===== src/rtl/bsg_dff_negedge_pkg.sv =====
// Shared definitions for the falling-edge elastic pipeline and its stages.
package bsg_dff_negedge_pkg;

  // Default data width used when a parent does not override width_p.
  localparam int unsigned default_width_lp = 16;

  // Default value loaded into every data stage while reset is asserted.
  localparam logic [63:0] default_reset_val_lp = 64'h0;

  // Width of an occupancy counter able to hold 0..depth inclusive.
  function automatic int count_width_f(input int depth);
    return (depth < 1) ? 1 : $clog2(depth + 1);
  endfunction

endpackage


===== src/rtl/bsg_dff_negedge_reset_en_stage.sv =====
// One pipeline stage: a falling-edge data register with load enable and an
// associated valid bit. Data only changes on load, so an empty stage keeps
// its last value and never picks up X after reset.
module bsg_dff_negedge_reset_en_stage
  import bsg_dff_negedge_pkg::*;
#(
  parameter int                 width_p     = default_width_lp,
  parameter logic [width_p-1:0] reset_val_p = width_p'(default_reset_val_lp)
) (
  input  logic               clk_i,
  input  logic               reset_n_i,
  input  logic               load_i,   // take data_i; stage becomes valid
  input  logic               free_i,   // current entry leaves (or stage empty)
  input  logic               clear_i,  // synchronous flush of the valid bit
  input  logic [width_p-1:0] data_i,
  output logic               valid_o,
  output logic [width_p-1:0] data_o
);

  logic [width_p-1:0] data_q, data_d;
  logic               valid_q, valid_d;

  // Next-state: clear beats load, load beats drain, otherwise hold.
  always_comb begin
    data_d  = data_q;
    valid_d = valid_q;
    if (load_i) begin
      data_d = data_i;
    end
    if (clear_i) begin
      valid_d = 1'b0;
    end else if (load_i) begin
      valid_d = 1'b1;
    end else if (free_i) begin
      valid_d = 1'b0;
    end
  end

  // Falling-edge state register with asynchronous active-low reset.
  always_ff @(negedge clk_i or negedge reset_n_i) begin
    if (!reset_n_i) begin
      data_q  <= reset_val_p;
      valid_q <= 1'b0;
    end else begin
      data_q  <= data_d;
      valid_q <= valid_d;
    end
  end

  assign valid_o = valid_q;
  assign data_o  = data_q;

endmodule


===== src/rtl/bsg_dff_negedge_reset_pipe.sv =====
// Elastic pipeline of falling-edge registers with per-stage valids, bubble
// collapse, synchronous flush and an occupancy count.
//
// Handshake: upstream transfers data_i on a falling edge where
// valid_i & ready_o; ready_o never depends on valid_i. Downstream consumes
// data_o by raising yumi_i, which is only legal while valid_o is high, and
// may depend combinationally on valid_o/data_o.
module bsg_dff_negedge_reset_pipe
  import bsg_dff_negedge_pkg::*;
#(
  parameter int                 width_p     = default_width_lp,
  parameter int                 depth_p     = 2,
  parameter logic [width_p-1:0] reset_val_p = width_p'(default_reset_val_lp)
) (
  input  logic                                clk_i,
  input  logic                                reset_n_i,
  input  logic                                flush_i,
  input  logic                                valid_i,
  input  logic [width_p-1:0]                  data_i,
  output logic                                ready_o,
  output logic                                valid_o,
  output logic [width_p-1:0]                  data_o,
  input  logic                                yumi_i,
  output logic [count_width_f(depth_p)-1:0]   count_o
);

  localparam int cnt_w_lp = count_width_f(depth_p);

  logic [depth_p-1:0] stage_v;
  logic [depth_p-1:0] stage_free;
  logic [depth_p-1:0] stage_load;
  logic [width_p-1:0] stage_data [depth_p];

  logic                accept;
  logic                consume;
  logic [cnt_w_lp-1:0] count_q, count_d;

  // Free chain: a stage can take new data if it is empty or its entry moves on.
  always_comb begin
    stage_free = '0;
    stage_free[depth_p-1] = ~stage_v[depth_p-1] | yumi_i;
    for (int k = depth_p - 2; k >= 0; k--) begin
      stage_free[k] = ~stage_v[k] | stage_free[k+1];
    end
  end

  assign ready_o = stage_free[0] & ~flush_i;
  assign accept  = valid_i & ready_o;
  assign consume = stage_v[depth_p-1] & yumi_i & ~flush_i;

  // Advance: a free stage loads from its valid predecessor; flush freezes data.
  always_comb begin
    stage_load    = '0;
    stage_load[0] = accept;
    for (int k = 1; k < depth_p; k++) begin
      stage_load[k] = stage_free[k] & stage_v[k-1] & ~flush_i;
    end
  end

  for (genvar k = 0; k < depth_p; k++) begin : g_stage
    logic [width_p-1:0] stage_in;

    if (k == 0) begin : g_head
      assign stage_in = data_i;
    end else begin : g_body
      assign stage_in = stage_data[k-1];
    end

    bsg_dff_negedge_reset_en_stage #(
      .width_p     (width_p),
      .reset_val_p (reset_val_p)
    ) u_stage (
      .clk_i     (clk_i),
      .reset_n_i (reset_n_i),
      .load_i    (stage_load[k]),
      .free_i    (stage_free[k]),
      .clear_i   (flush_i),
      .data_i    (stage_in),
      .valid_o   (stage_v[k]),
      .data_o    (stage_data[k])
    );
  end

  // Occupancy: +1 on accept, -1 on consume, zero on flush.
  always_comb begin
    count_d = count_q;
    if (flush_i) begin
      count_d = '0;
    end else if (accept && !consume) begin
      count_d = count_q + 1'b1;
    end else if (consume && !accept) begin
      count_d = count_q - 1'b1;
    end
  end

  // Occupancy register, cleared asynchronously with the stages.
  always_ff @(negedge clk_i or negedge reset_n_i) begin
    if (!reset_n_i) begin
      count_q <= '0;
    end else begin
      count_q <= count_d;
    end
  end

  assign valid_o = stage_v[depth_p-1];
  assign data_o  = stage_data[depth_p-1];
  assign count_o = count_q;

  // Population count of the stage valids, used to cross-check count_q.
  logic [cnt_w_lp-1:0] occupancy;
  always_comb begin
    occupancy = '0;
    for (int k = 0; k < depth_p; k++) begin
      occupancy = occupancy + cnt_w_lp'(stage_v[k]);
    end
  end

  a_yumi_needs_valid : assert property (
    @(negedge clk_i) disable iff (!reset_n_i) yumi_i |-> valid_o);

  a_count_matches_valids : assert property (
    @(negedge clk_i) disable iff (!reset_n_i) count_q == occupancy);

  a_depth_legal : assert property (@(negedge clk_i) depth_p >= 1);

  a_width_legal : assert property (@(negedge clk_i) width_p >= 1);

endmodule


===== config.mk =====
export PLATFORM = sky130hd
export DESIGN_NAME = bsg_dff_negedge_reset_pipe
export DESIGN_NICKNAME = d
export VERILOG_FILES = /design/src/rtl/bsg_dff_negedge_pkg.sv /design/src/rtl/bsg_dff_negedge_reset_en_stage.sv /design/src/rtl/bsg_dff_negedge_reset_pipe.sv
export SDC_FILE = /design/constraint.sdc
export NUM_CORES = 1
export LEC_CHECK = 0
export ABC_AREA = 0
export BUFFER_PORTS_ARGS = -buffer_cell sky130_fd_sc_hd__buf_4
export CAP_MARGIN = 20
export CORE_MARGIN = 3
export CORE_UTILIZATION = 50
export DETAILED_ROUTE_END_ITERATION = 10
export GPL_TIMING_DRIVEN = 1
export HOLD_SLACK_MARGIN = 0.03
export PLACE_DENSITY = 0.86
export SETUP_SLACK_MARGIN = 0.5
export SLEW_MARGIN = 20
export SYNTH_ARGS = -nofsm -noshare
export SYNTH_HDL_FRONTEND = slang
export SYNTH_SLANG_ARGS = --single-unit
export TNS_END_PERCENT = 1

===== constraint.sdc =====
create_clock -name clk_i -period 2.2 [get_ports clk_i]
set_clock_uncertainty 0.2 [all_clocks]
set_input_delay 0.33 -clock clk_i [delete_from_list [all_inputs] [get_ports clk_i]]
set_output_delay 0.33 -clock clk_i [all_outputs]
set_load 0.05 [all_outputs]

# [Yosys cells after proc, flatten, opt, wreduce, memory -nomap -nowiden]
# Index checks and enable logic that the tools add are counted.
[word_totals] out_inout_bits=20 word_cells=34 register_bits=36 inputBits=21
[op_classes] reduce_logical=7 addsub=2 muxes=9 n_bitwise=11
[ops] cell="3-bit nonzero test" count=3
[ops] cell="1-bit AND" count=6
[ops] cell="1-bit 2-to-1 mux" count=6
[ops] cell="2-bit 2-to-1 mux" count=3
[ops] cell="1-bit inverter" count=3
[ops] cell="2-bit by 1-bit adder with 2-bit output (second input constant)" count=1
[ops] cell="1-bit logical AND" count=2
[ops] cell="1-bit logical NOT" count=2
[ops] cell="1-bit bitwise OR" count=2
[ops] cell="2-bit by 1-bit subtractor with 2-bit output (second input constant)" count=1

# [Logic depth before layout (Yosys ltp)]
# Gate-level depths: netlist of the first run.
[logic_depth] depth_word=10 mapped_depth=6 depth_no_buf=4

# [Modules after synthesis]
# A second synthesis of the first run with hierarchy kept.
[unflattened] cells_unflattened=98 area_unflattened_um2=1549.0
[by_module_without_submodules] mod="bsg_dff_negedge_reset_en_stage" seq_area_each_um2=425.4 n_inst=2 area_per_inst_um2=685.7 cells_each=38
[by_module_without_submodules] mod="bsg_dff_negedge_reset_pipe" seq_area_each_um2=50.0 n_inst=1 area_per_inst_um2=177.7 cells_each=22

==> summary.md, run 1 <==
| Metric | Value |
|---|---|
| Drt pass-1 iters | 4 |
| Synth area leader | dfrtn_1 |
| Critical Path Fanout Max | 2 |
| Syn_nets | 117 |
| Fin util | slightly below 80% |
| Total die area | 0.003527 mm^2 |
| Synth Cell Area | between 0.001 and 0.0015 mm^2 |
| Synthesis Warnings | 0 |
| RSZ-0062 raised after global routing | yes |
| Core Area | 0.002590 mm^2 |
| Initial Util | 55.02% |
| Design Power | between 2 and 2.5 mW |
| DR iter-0 viols | 21 |
| CTS tree | done |
| Vias in the first global route | 1060 |
| Clk slew on worst S/H paths | approximately 70 ps |
| CP required | 1670 ps |
| Relative slew slack | 71.39% |
| Final antenna-violating net count | 0 |
| Die width | 59.39 um |
| Element type at the critical path end | output port |
| Pleak | 0.9382 nW |
| CP arrival | 2330 ps |
| Worst reg2reg setup slack | 330 ps |
| Slew @ Worst Pin | 429.2 ps |
| Input/output buffers | 40 |
| Seq/Total Area, Yosys | 63.21% |
| CP Class | flop to output port |
| Die Ht | 59.39 um |
| Layout area overhead | 40.91% |
| Detailed placer's ending HPWL | 2043 um |
| Outcome | complete, but fails checks |
| WL per Instance | 15.09 um |
| Top-area cell type share of the netlist area | 63.21% |
| Initial antenna violation count | 0 |
| Max Buffers Root-to-Sink | 2 |
| All-Layer GR Usage | 17.63% |
| Vias post-DR | 933 |
| Worst Setup Slack, final | -655.2 ps |
| Post-Synthesis Cells | 96 |
| Antenna Cells | 0 |
| Final hold violation count | 0 |
| Register bit total from synthesis | 36 |
| Violated checks | setup timing |
| CTS sink count | 36 |
| Syn_area_per_cell | 14.84 um^2 |
| Setup crit start kind | flop |
| RePlAce Congestion | between 0.7 and 0.8 |
| Layout Nets | 174 |
| Largest net degree at the start of global routing | 37 |
| Pins Over Slew Limit | 0 |
| Buffer type at the clock tree root | clkbuf_4 |
| Maximum ir drop on the vdd rail | between 800 and 900 uV |
| DRC Markers | 0 |
| Top-Level Pins | ~40 |
| Dpl ws | -764.2 ps |
| Setup-failing EPs final | 54 |
| Layout cells sized above 1 | about 63% |
| Yosys cell types | 20 |
| Global-route wire length before repair | roughly 4500 um |
| Grt ovf | 0 |
| Num CTS Buffers | 5 |
| H-tree levels | 2 |
| Row count | 18 |
| Vias per inst | 5.098 |
| Max Cap Viol | 0 |
| Worst hold path type | flop to flop |
| Hold_buf cts | 0 |
| Area contributors post-synth | dfrtn_1, mux2_2, nor2_1 |
| Final wirelength | 2761 um |
| Later-pin clock latency in the skew report | 310 ps |
| PwrDens | slightly above 1000 mW/mm^2 |
path summary, 6_finish.rpt:
path / startpoint / end / depth (start not counted)
min in group asynchronous: reset_n_i / g_stage[1].u_stage.data_o[12] / 1
worst min register to register: g_stage[0].u_stage.data_o[15] / g_stage[0].u_stage.data_o[15] / 1
worst min-delay path: g_stage[0].u_stage.data_o[15] / g_stage[0].u_stage.data_o[15] / 1
worst max register to register: g_stage[0].u_stage.valid_o / g_stage[0].u_stage.data_o[11] / 5
worst max-delay path: g_stage[0].u_stage.valid_o / ready_o / 4
max in group asynchronous: reset_n_i / g_stage[0].u_stage.data_o[15] / 1
stage by stage:
step           instance area [um^2]  instances  hold slack [ps]  TNS (ps)
4_1_cts                        2008        183            251.5    -20040
5_1_grt                        2008        183            263.2    -21780
3_3_place_gp                   1846        175            239.5    -22680
2_1_floorplan                  1445         96            234.0    -22850
3_5_place_dp                   1846        175            251.0    -23980
6_report                       2008        183            247.9    -20430
sequential cells by signal, summed over array words and instances (netlist names):
| signal | count |
|---|---|
| g_stage.u_stage.data_o | 32 |
| count_o | 2 |
| g_stage.u_stage.valid_o | 2 |
logic make-up after synthesis:
group / after synthesis / share of synthesized area (%)
AND/OR/NAND/NOR: 16 / 6.498
AO/OA/AOI/OAI: 6 / 2.458
multiplexers: 32 / 25.29
XOR/XNOR: 1 / 0.6147
buffers and inverters: 5 / 1.931
flip-flops: 36 / 63.21
cells in the final DEF, fill, tap and decap left out:
| cell | n |
|---|---|
| a21oi_1 | 1 |
| a21oi_2 | 1 |
| a31oi_1 | 2 |
| and2_1 | 1 |
| and2b_1 | 1 |
| and3b_1 | 1 |
| buf_4 | 29 |
| buf_6 | 24 |
| buf_8 | 1 |
| clkbuf_1 | 1 |
| clkbuf_4 | 5 |
| clkinv_2 | 1 |
| dfrtn_1 | 36 |
| inv_1 | 1 |
| mux2_2 | 32 |
| nand2_1 | 2 |
| nor2_1 | 6 |
| nor2_4 | 1 |
| nor3_1 | 1 |
| nor3b_4 | 1 |
| o21a_1 | 1 |
| o21ai_0 | 1 |
| or3b_4 | 1 |
| or4b_1 | 1 |
| xnor2_1 | 1 |
layer usage:
layer / global-route usage [%] / share of wire [%] / vias to the layer above
met4: 6.796 / 0.83 / 0
met5: 0 / 0 / -
li1: - / - / 449
met2: 29.33 / 50 / 29
met1: 21.26 / 42 / 451
met3: 5.447 / 7.1 / 4
layout make-up:
type | count | area (um^2)
Tap cell | 30 | 37.54
Inverter | 1 | 3.754
Clock inverter | 1 | 5.005
Timing Repair Buffer | 54 | 503.0
Sequential cell | 36 | 900.9
Multi-Input combinational cell | 55 | 516.7
Fill cell | 165 | 581.8
Clock buffer | 6 | 41.29
synth_stat cells:
cell / instances
dfrtn_1: 36
mux2_2: 32
nor2_1: 7
a21oi_1: 2
a31oi_1: 2
clkbuf_1: 2
nand2_1: 2
and2_1: 1
and2b_1: 1
and3b_1: 1
buf_2: 1
buf_6: 1
inv_1: 1
nor3_1: 1
nor3b_2: 1
o21a_1: 1
o21ai_0: 1
or3b_1: 1
or4b_1: 1
xnor2_1: 1
where the power goes:
| part | total, mW | switching, mW | leakage (nW) | internal, mW |
|---|---|---|---|---|
| logic | 0.806 | 0.466 | 0.479 | 0.339 |
| registers | 0.905 | 0.0897 | 0.431 | 0.815 |
| clock network | 0.311 | 0.194 | 0.0281 | 0.118 |
| total | 2.02 | 0.749 | 0.938 | 1.27 |
critical path, stage by stage, from the launching register on:
cell     delay [ps]
dfrtn_1         340
and3b_1         210
buf_6           130
nor2_4           80
buf_6           160
repair_timing:
item / CTS / global route
setup buffers: 1 / 0
setup endpoints to repair: 56 / 56
cloned: 0 / 0
resized for setup: 29 / 0
pin swaps: 5 / 0
(Power assumes the default switching activity.)
==> inputs of run 2 (changes only) <==
ABC_AREA = 1   (was 0)
GPL_TIMING_DRIVEN = unset   (was 1)
==> summary.md, run 2 <==
| Metric | Value |
|---|---|
| Fillers | 172 (was 165) |
| Pins Over Slew Limit | 0 (unchanged) |
| H-tree levels | 2 (unchanged) |
| Initial Util | 55.17% (was 55.02%) |
| Layout Nets | 224 (was 174) |
| Ys flop type | dfrtn_1 (unchanged) |
| Worst Setup Slack, final | -540.1 ps (was -655.2 ps) |
| CTS sink count | 36 (unchanged) |
| Num CTS Buffers | 5 (unchanged) |
| Register bit total from synthesis | 36 (unchanged) |
| Element type at the critical path end | output port (unchanged) |
| Max Cap Viol | 0 (unchanged) |
| Synth area leader | dfrtn_1 (unchanged) |
| Setup-failing EPs final | 39 (was 54) |
| DRC Markers | 0 (unchanged) |
| Setup crit start kind | flop (unchanged) |
| Hold endpoint | g_stage[1].u_stage.data_o[2] (was g_stage[0].u_stage.data_o[15]) |
| R2R cell count | 9 (was 5) |
| Critical Path Fanout Max | 2 (unchanged) |
| Detailed placer's ending HPWL | 2101 um (was 2043 um) |
| Initial antenna violation count | 0 (unchanged) |
| Hold path depth | 2 (was 1) |
| Yosys cell types | 15 (was 20) |
| RePlAce Congestion | 0.6914 (was 0.7706) |
| Post-synth EDFFs | 0 (unchanged) |
| Synth async-reset ratio | 100.0% (unchanged) |
| GR peak layer | met2 (unchanged) |
| Non-Filler Instances | 234 (was 183) |
| CP cell instances | nand3_2, nand2_2, inv_2, buf_6 (was and3b_1, buf_6, nor2_4, buf_6) |
| Placed cells | 224 (was 175) |
| Post-Layout Inst Area | 0.002004 mm^2 (was 0.002008 mm^2) |
| DR iter-0 viols | 63 (was 21) |
| Final wirelength | 2983 um (was 2761 um) |
| Post-Synthesis Cells | 152 (was 96) |
| Final TNS setup | -9776 ps (was -20430 ps) |
| Synthesis Warnings | 0 (unchanged) |
| Maximum ir drop on the vdd rail | 842.6 uV (was 805.8 uV) |
| Antenna Cells | 0 (unchanged) |
| Global routing usage on met1 | 21.84% (was 21.26%) |
| Hold_buf cts | 0 (unchanged) |
| Vias post-DR | 1154 (was 933) |
| Row count | 18 (unchanged) |
| Final hold violation count | 0 (unchanged) |
| Slew @ Worst Pin | 432.8 ps (was 429.2 ps) |
| Reg-to-reg endpoint | count_o[0] (was g_stage[0].u_stage.data_o[11]) |
| Total die area | 0.003535 mm^2 (was 0.003527 mm^2) |
| Layout cells sized above 1 | 32.35% (was 62.75%) |
| Synth Cell Area | 0.001429 mm^2 (was 0.001425 mm^2) |
| Die width | 59.46 um (was 59.39 um) |
| Largest net degree at the start of global routing | 37 (unchanged) |
| Vias per inst | 4.932 (was 5.098) |
| Top-area cell type share of the netlist area | 63.05% (was 63.21%) |
| Input/output buffers | 40 (unchanged) |
| Design Power | 1.991 mW (was 2.022 mW) |
| WL per Instance | 12.75 um (was 15.09 um) |
| Seq/Total Area, Yosys | 63.05% (was 63.21%) |
| M3 GR Usage | 5.229% (was 5.447%) |
| Commonest cells after routing, fill and taps aside | dfrtn_1, nand2_1, buf_4, inv_1, buf_6 (was dfrtn_1, mux2_2, buf_4, buf_6, nor2_1) |
| Commonest non-fill, non-tap cell in the layout | dfrtn_1 (unchanged) |
| RSZ-0062 raised after global routing | yes (unchanged) |
| Count leader, synth | dfrtn_1 (unchanged) |
| Syn_area_per_cell | 9.400 um^2 (was 14.84 um^2) |
| CP Class | flop to output port (unchanged) |
| Commonest cells post-synth | dfrtn_1, nand2_1, inv_1 (was dfrtn_1, mux2_2, nor2_1) |
| Max Buffers Root-to-Sink | 2 (unchanged) |
| Area contributors post-synth | dfrtn_1, nand2_1, o21ai_0 (was dfrtn_1, mux2_2, nor2_1) |
| Top-Level Pins | 41 (unchanged) |
| Worst stage delay on the critical path | 430 ps (was 340 ps) |
| Hold slack final | 254.8 ps (was 247.9 ps) |
| Global-route wire length before repair | 5223 um (was 4540 um) |
| Buffer type at the clock tree root | clkbuf_4 (unchanged) |
| Critical path buffers and inverters | 2 (unchanged) |
| Clk slew on worst S/H paths | 70 ps (about the same) |
| Core Area | 0.002590 mm^2 (unchanged) |
| Die Ht | 59.46 um (was 59.39 um) |
| Outcome | complete, but fails checks (unchanged) |
| Worst reg2reg setup slack | 600 ps (was 330 ps) |
| Max reg flops | 32 (unchanged) |
| Final antenna-violating net count | 0 (unchanged) |
| Worst hold path type | flop to flop (unchanged) |
| GR Util met2 | 36.97% (was 29.33%) |
| Relative slew slack | 71.15% (was 71.39%) |
| PwrDens | 993.4 mW/mm^2 (was 1007 mW/mm^2) |
| Violated checks | setup timing (unchanged) |
| R2r startpoint | g_stage[0].u_stage.valid_o (unchanged) |
| CP delay by family, top | flip-flops (unchanged) |
| Worst Hold Launch | g_stage[1].u_stage.data_o[2] (was g_stage[0].u_stage.data_o[15]) |
| All-Layer GR Usage | 19.80% (was 17.63%) |
| CP required | 1670 ps (about the same) |
| Pleak | 1.072 nW (was 0.9382 nW) |
| Area of the multi-input gates | 417.9 um^2 (was 516.7 um^2) |
| Syn_nets | 173 (was 117) |
| Drt pass-1 iters | 4 (unchanged) |
| CP arrival | 2210 ps (was 2330 ps) |
| Post-DP Area | 0.001815 mm^2 (was 0.001846 mm^2) |
| Layout area overhead | 40.28% (was 40.91%) |
| Slowest CP cell | dfrtn_1 (unchanged) |
| CTS tree | done (unchanged) |
| Grt ovf | 0 (unchanged) |
| Later-pin clock latency in the skew report | 320 ps (was 310 ps) |
| Sequential cell area | 900.9 um^2 (unchanged) |
| Vias in the first global route | 1237 (was 1060) |
## run 2: cell types whose count changed after synthesis, moves of 2 or more
cell     delta
a21oi_1    +15
a31oi_1     -2
buf_4       +3
inv_1      +20
mux2_2     -32
nand2_1    +28
nand3_2     +2
nor2_1     +10
o21ai_0    +17
## run 2: stage by stage
stage               worst slack (ps)  util (%)
finish                        -540.1     77.39
global route                  -593.1     77.39
CTS                           -514.2     77.05
detailed placement            -355.4     70.10
global placement              -278.4     70.10
floorplan                     -633.2         -
## run 2: final cells by class
| type | count | area share, % |
|---|---|---|
| clock inverters | 2 | 1.748 |
| inverters | 22 | 4.245 |
| clock buffers | 6 | 2.060 |
| repair buffers | 50 | 24.28 |
| well taps | 30 | 1.873 |
| multi-input cells | 88 | 20.85 |
| flip-flops and latches | 36 | 44.94 |
## run 2: cells by family after synthesis
| family | count (synthesis) | synth area share [%] |
|---|---|---|
| xor+xnor | 1 | 0.6131 |
| compound gates | 36 | 12.61 |
| flops | 36 | 63.05 |
| simple gates | 51 | 15.41 |
| buf+inv | 28 | 8.318 |
## run 2: worst max path at each step
stage | start | endpoint | slack (ps) | cells past startpoint
3_5_place_dp | yumi_i | count_o[0] | -360 | 9
5_1_grt | g_stage[0].u_stage.valid_o | ready_o | -590 | 4
2_1_floorplan | g_stage[1].u_stage.valid_o | ready_o | -630 | 3
4_1_cts | g_stage[0].u_stage.valid_o | ready_o | -510 | 4
6_report | g_stage[0].u_stage.valid_o | ready_o | -540 | 4
3_3_place_gp | yumi_i | count_o[0] | -280 | 9
## run 2: timing repair
action                     CTS  global route
gates resized for setup     26             4
setup endpoints to repair   56            56
buffers inserted             2             0
pin swaps                    2             3
## run 2: metal layers
metal  vias up  wire [um]
li1        575          -
met1       555       1102
met2        24       1743
met3         0        137
met4         0          0
met5         -          0
## run 2: report_power, final
group / internal (mW) / leakage [nW] / switching (mW)
Clock: 0.238 / 0.0422 / 0.201
Combinational: 0.252 / 0.609 / 0.439
Sequential: 0.788 / 0.421 / 0.0721
Total: 1.28 / 1.07 / 0.713
## run 2: tightest hold or removal path, cell delays in order (launching register included)
cell     delay (ps)
dfrtn_1         430
nand2_1          60
o21ai_0          60
==> inputs of run 3 (changes only) <==
CORE_UTILIZATION = 51   (was 50)
CTS_CLUSTER_SIZE = 30   (was unset)
PLACE_DENSITY = 0.87   (was 0.86)
SYNTH_HIERARCHICAL = 1   (was unset)
==> summary.md, run 3 <==
| Metric | Value |
|---|---|
| Outcome | complete, but fails checks (unchanged) |
| Violated checks | setup timing (unchanged) |
| Maximum ir drop on the vdd rail | 474.7 uV (was 842.6 uV) |
| R2r startpoint | g_stage[1].u_stage/valid_o (was g_stage[0].u_stage.valid_o) |
| CTS sink count | 36 (unchanged) |
| Antenna Cells | 0 (unchanged) |
| Final hold violation count | 0 (unchanged) |
| Layout cells sized above 1 | 34.20% (was 32.35%) |
| Post-Synthesis Cells | 174 (was 152) |
| DRC Markers | 0 (unchanged) |
| Detailed placer's ending HPWL | 2075 um (was 2101 um) |
| CP cell instances | nand3_2, nand2_1, inv_1, buf_6 (was nand3_2, nand2_2, inv_2, buf_6) |
| Commonest cells after routing, fill and taps aside | nand2_1, dfrtn_1, buf_4, buf_6, nand2_2 (was dfrtn_1, nand2_1, buf_4, inv_1, buf_6) |
| All-Layer GR Usage | 18.57% (was 19.80%) |
| Drt pass-1 iters | 4 (unchanged) |
| Synth async-reset ratio | 100.0% (unchanged) |
| CP delay by family, top | flip-flops (unchanged) |
| Yosys cell types | 15 (unchanged) |
| Worst stage delay on the critical path | 450 ps (was 430 ps) |
| Syn_area_per_cell | 8.816 um^2 (was 9.400 um^2) |
| Design Power | 1.847 mW (was 1.991 mW) |
| Register bit total from synthesis | 36 (unchanged) |
| Worst Setup Slack, final | -538.4 ps (was -540.1 ps) |
| Max reg flops | 32 (unchanged) |
| Clk slew on worst S/H paths | 70 ps (about the same) |
| Final wirelength | 2899 um (was 2983 um) |
| Count leader, synth | nand2_1 (was dfrtn_1) |
| Synth Cell Area | 0.001534 mm^2 (was 0.001429 mm^2) |
| Hold path depth | 2 (unchanged) |
| RSZ-0062 raised after global routing | yes (unchanged) |
| Slowest CP cell | dfrtn_1 (unchanged) |
| Area contributors post-synth | dfrtn_1, nand2_1, nand2_2 (was dfrtn_1, nand2_1, o21ai_0) |
| CP Class | flop to output port (unchanged) |
| Setup-failing EPs final | 56 (was 39) |
| Initial antenna violation count | 0 (unchanged) |
| Fin util | 74.26% (was 77.39%) |
| Ys flop type | dfrtn_1 (unchanged) |
| CP arrival | 2210 ps (about the same) |
| Reg-to-reg endpoint | g_stage[1].u_stage/data_o[5] (was count_o[0]) |
| Critical path buffers and inverters | 2 (unchanged) |
| Vias per inst | 4.798 (was 4.932) |
| H-tree levels | 2 (unchanged) |
| Commonest non-fill, non-tap cell in the layout | nand2_1 (was dfrtn_1) |
| Post-synth EDFFs | 0 (unchanged) |
| Worst hold path type | flop to flop (unchanged) |
| WL per Instance | 11.06 um (was 12.75 um) |
| Layout area overhead | 35.81% (was 40.28%) |
| Critical Path Fanout Max | 2 (unchanged) |
| Worst reg2reg setup slack | 470 ps (was 600 ps) |
| Max Cap Viol | 0 (unchanged) |
| Later-pin clock latency in the skew report | 330 ps (was 320 ps) |
| R2R cell count | 7 (was 9) |
| Largest net degree at the start of global routing | 37 (unchanged) |
| Relative slew slack | 61.43% (was 71.15%) |
| Buffer type at the clock tree root | clkbuf_4 (unchanged) |
| Final antenna-violating net count | 0 (unchanged) |
| Row count | 19 (was 18) |
| Die width | 60.85 um (was 59.46 um) |
| Core Area | 0.002805 mm^2 (was 0.002590 mm^2) |
| Max Buffers Root-to-Sink | 2 (unchanged) |
| Synthesis Warnings | 6 (was 0) |
| DR iter-0 viols | 33 (was 63) |
| Top-area cell type share of the netlist area | 58.73% (was 63.05%) |
| Die Ht | 60.85 um (was 59.46 um) |
| Worst Hold Launch | g_stage[0].u_stage/data_o[3] (was g_stage[1].u_stage.data_o[2]) |
| Layout Nets | 251 (was 224) |
| Total die area | 0.003702 mm^2 (was 0.003535 mm^2) |
| Num CTS Buffers | 5 (unchanged) |
| Pins Over Slew Limit | 0 (unchanged) |
| CP required | 1670 ps (about the same) |
| CTS tree | done (unchanged) |
| Initial Util | 54.68% (was 55.17%) |
| Element type at the critical path end | output port (unchanged) |
| Top-Level Pins | 41 (unchanged) |
| Global-route wire length before repair | 4968 um (was 5223 um) |
| Vias post-DR | 1257 (was 1154) |
| RePlAce Congestion | 0.7513 (was 0.6914) |
| PwrDens | 886.5 mW/mm^2 (was 993.4 mW/mm^2) |
| Pleak | 1.191 nW (was 1.072 nW) |
| Syn_nets | 195 (was 173) |
| Grt ovf | 0 (unchanged) |
| Hold endpoint | g_stage[1].u_stage/data_o[3] (was g_stage[1].u_stage.data_o[2]) |
| Input/output buffers | 40 (unchanged) |
| Vias in the first global route | 1170 (was 1237) |
| Commonest cells post-synth | nand2_1, dfrtn_1, nand2_2 (was dfrtn_1, nand2_1, inv_1) |
| Slew @ Worst Pin | 576.5 ps (was 432.8 ps) |
| Setup crit start kind | flop (unchanged) |
| Synth area leader | dfrtn_1 (unchanged) |
| Seq/Total Area, Yosys | 58.73% (was 63.05%) |
==> run 3: cell count changes after synthesis, sizes merged <==
cell	previous run	this run
clkbuf	1	0
nor2	17	1
a21oi	17	3
inv	22	10
nand2	30	112
buf	5	6
o21ai	19	1
==> run 3: cell type report <==
type | instances | area, um^2
Fill cell | 209 | 721.9
Multi-Input combinational cell | 122 | 513.0
Sequential cell | 36 | 900.9
Inverter | 10 | 52.55
Clock inverter | 2 | 10.01
Tap cell | 31 | 38.79
Timing Repair Buffer | 55 | 516.7
Clock buffer | 6 | 51.30
==> run 3: kinds of logic (layout without fill, tap and decap cells) <==
| family | Yosys count | count (layout) | share of synthesized area (%) |
|---|---|---|---|
| buf+inv | 16 | 73 | 7.830 |
| simple gates | 117 | 117 | 31.32 |
| xor+xnor | 1 | 1 | 0.5711 |
| flops | 36 | 36 | 58.73 |
| compound gates | 4 | 4 | 1.550 |
==> run 3: worst min-delay path, stage by stage (launching register included) <==
cell     delay (ps)
dfrtn_1         410
nand2_1          50
nand2_1          50
==> run 3: how the worst max path moves through the flow <==
stage | from | endpoint | depth (start not counted)
4_1_cts | g_stage[1].u_stage/valid_o | ready_o | 4
5_1_grt | g_stage[1].u_stage/valid_o | ready_o | 4
3_3_place_gp | yumi_i | g_stage[1].u_stage/data_o[13] | 8
2_1_floorplan | g_stage[1].u_stage/valid_o | ready_o | 3
3_5_place_dp | yumi_i | g_stage[1].u_stage/data_o[5] | 8
6_report | g_stage[0].u_stage/valid_o | ready_o | 4
==> run 3: per-layer routing <==
layer | GRT usage (%) | up-vias | routed length [um]
li1 | - | 636 | -
met1 | 23.38 | 585 | 1297
met2 | 29.92 | 31 | 1420
met3 | 6.383 | 5 | 131
met4 | 6.502 | 0 | 49
met5 | 0 | - | 0
==> run 3: timing repair <==
action / in CTS / in global routing
hold buffers: 0 / 0
gates resized for setup: 22 / 0
setup buffers: 2 / 0
pin swaps: 1 / 0
setup endpoints to repair: 56 / 56
==> run 3: power by group <==
part | total, mW | switching [mW] | internal, mW
Combinational | 0.629 | 0.386 | 0.243
Clock | 0.364 | 0.212 | 0.152
Sequential | 0.854 | 0.0761 | 0.778
Total | 1.85 | 0.674 | 1.17
==> run 3: per-stage QoR <==
step	area, um^2	hold slack (ps)	setup TNS, ps	setup WS [ps]	cells
CTS	2083	218.1	-13190	-539.3	262
finish	2083	215.8	-13010	-538.4	262
floorplan	1534	202.6	-9447	-601.2	174
global route	2083	235.9	-16340	-607.9	262
detailed placement	1928	218.6	-17860	-583.6	252
global placement	1928	216.2	-16360	-514.8	252
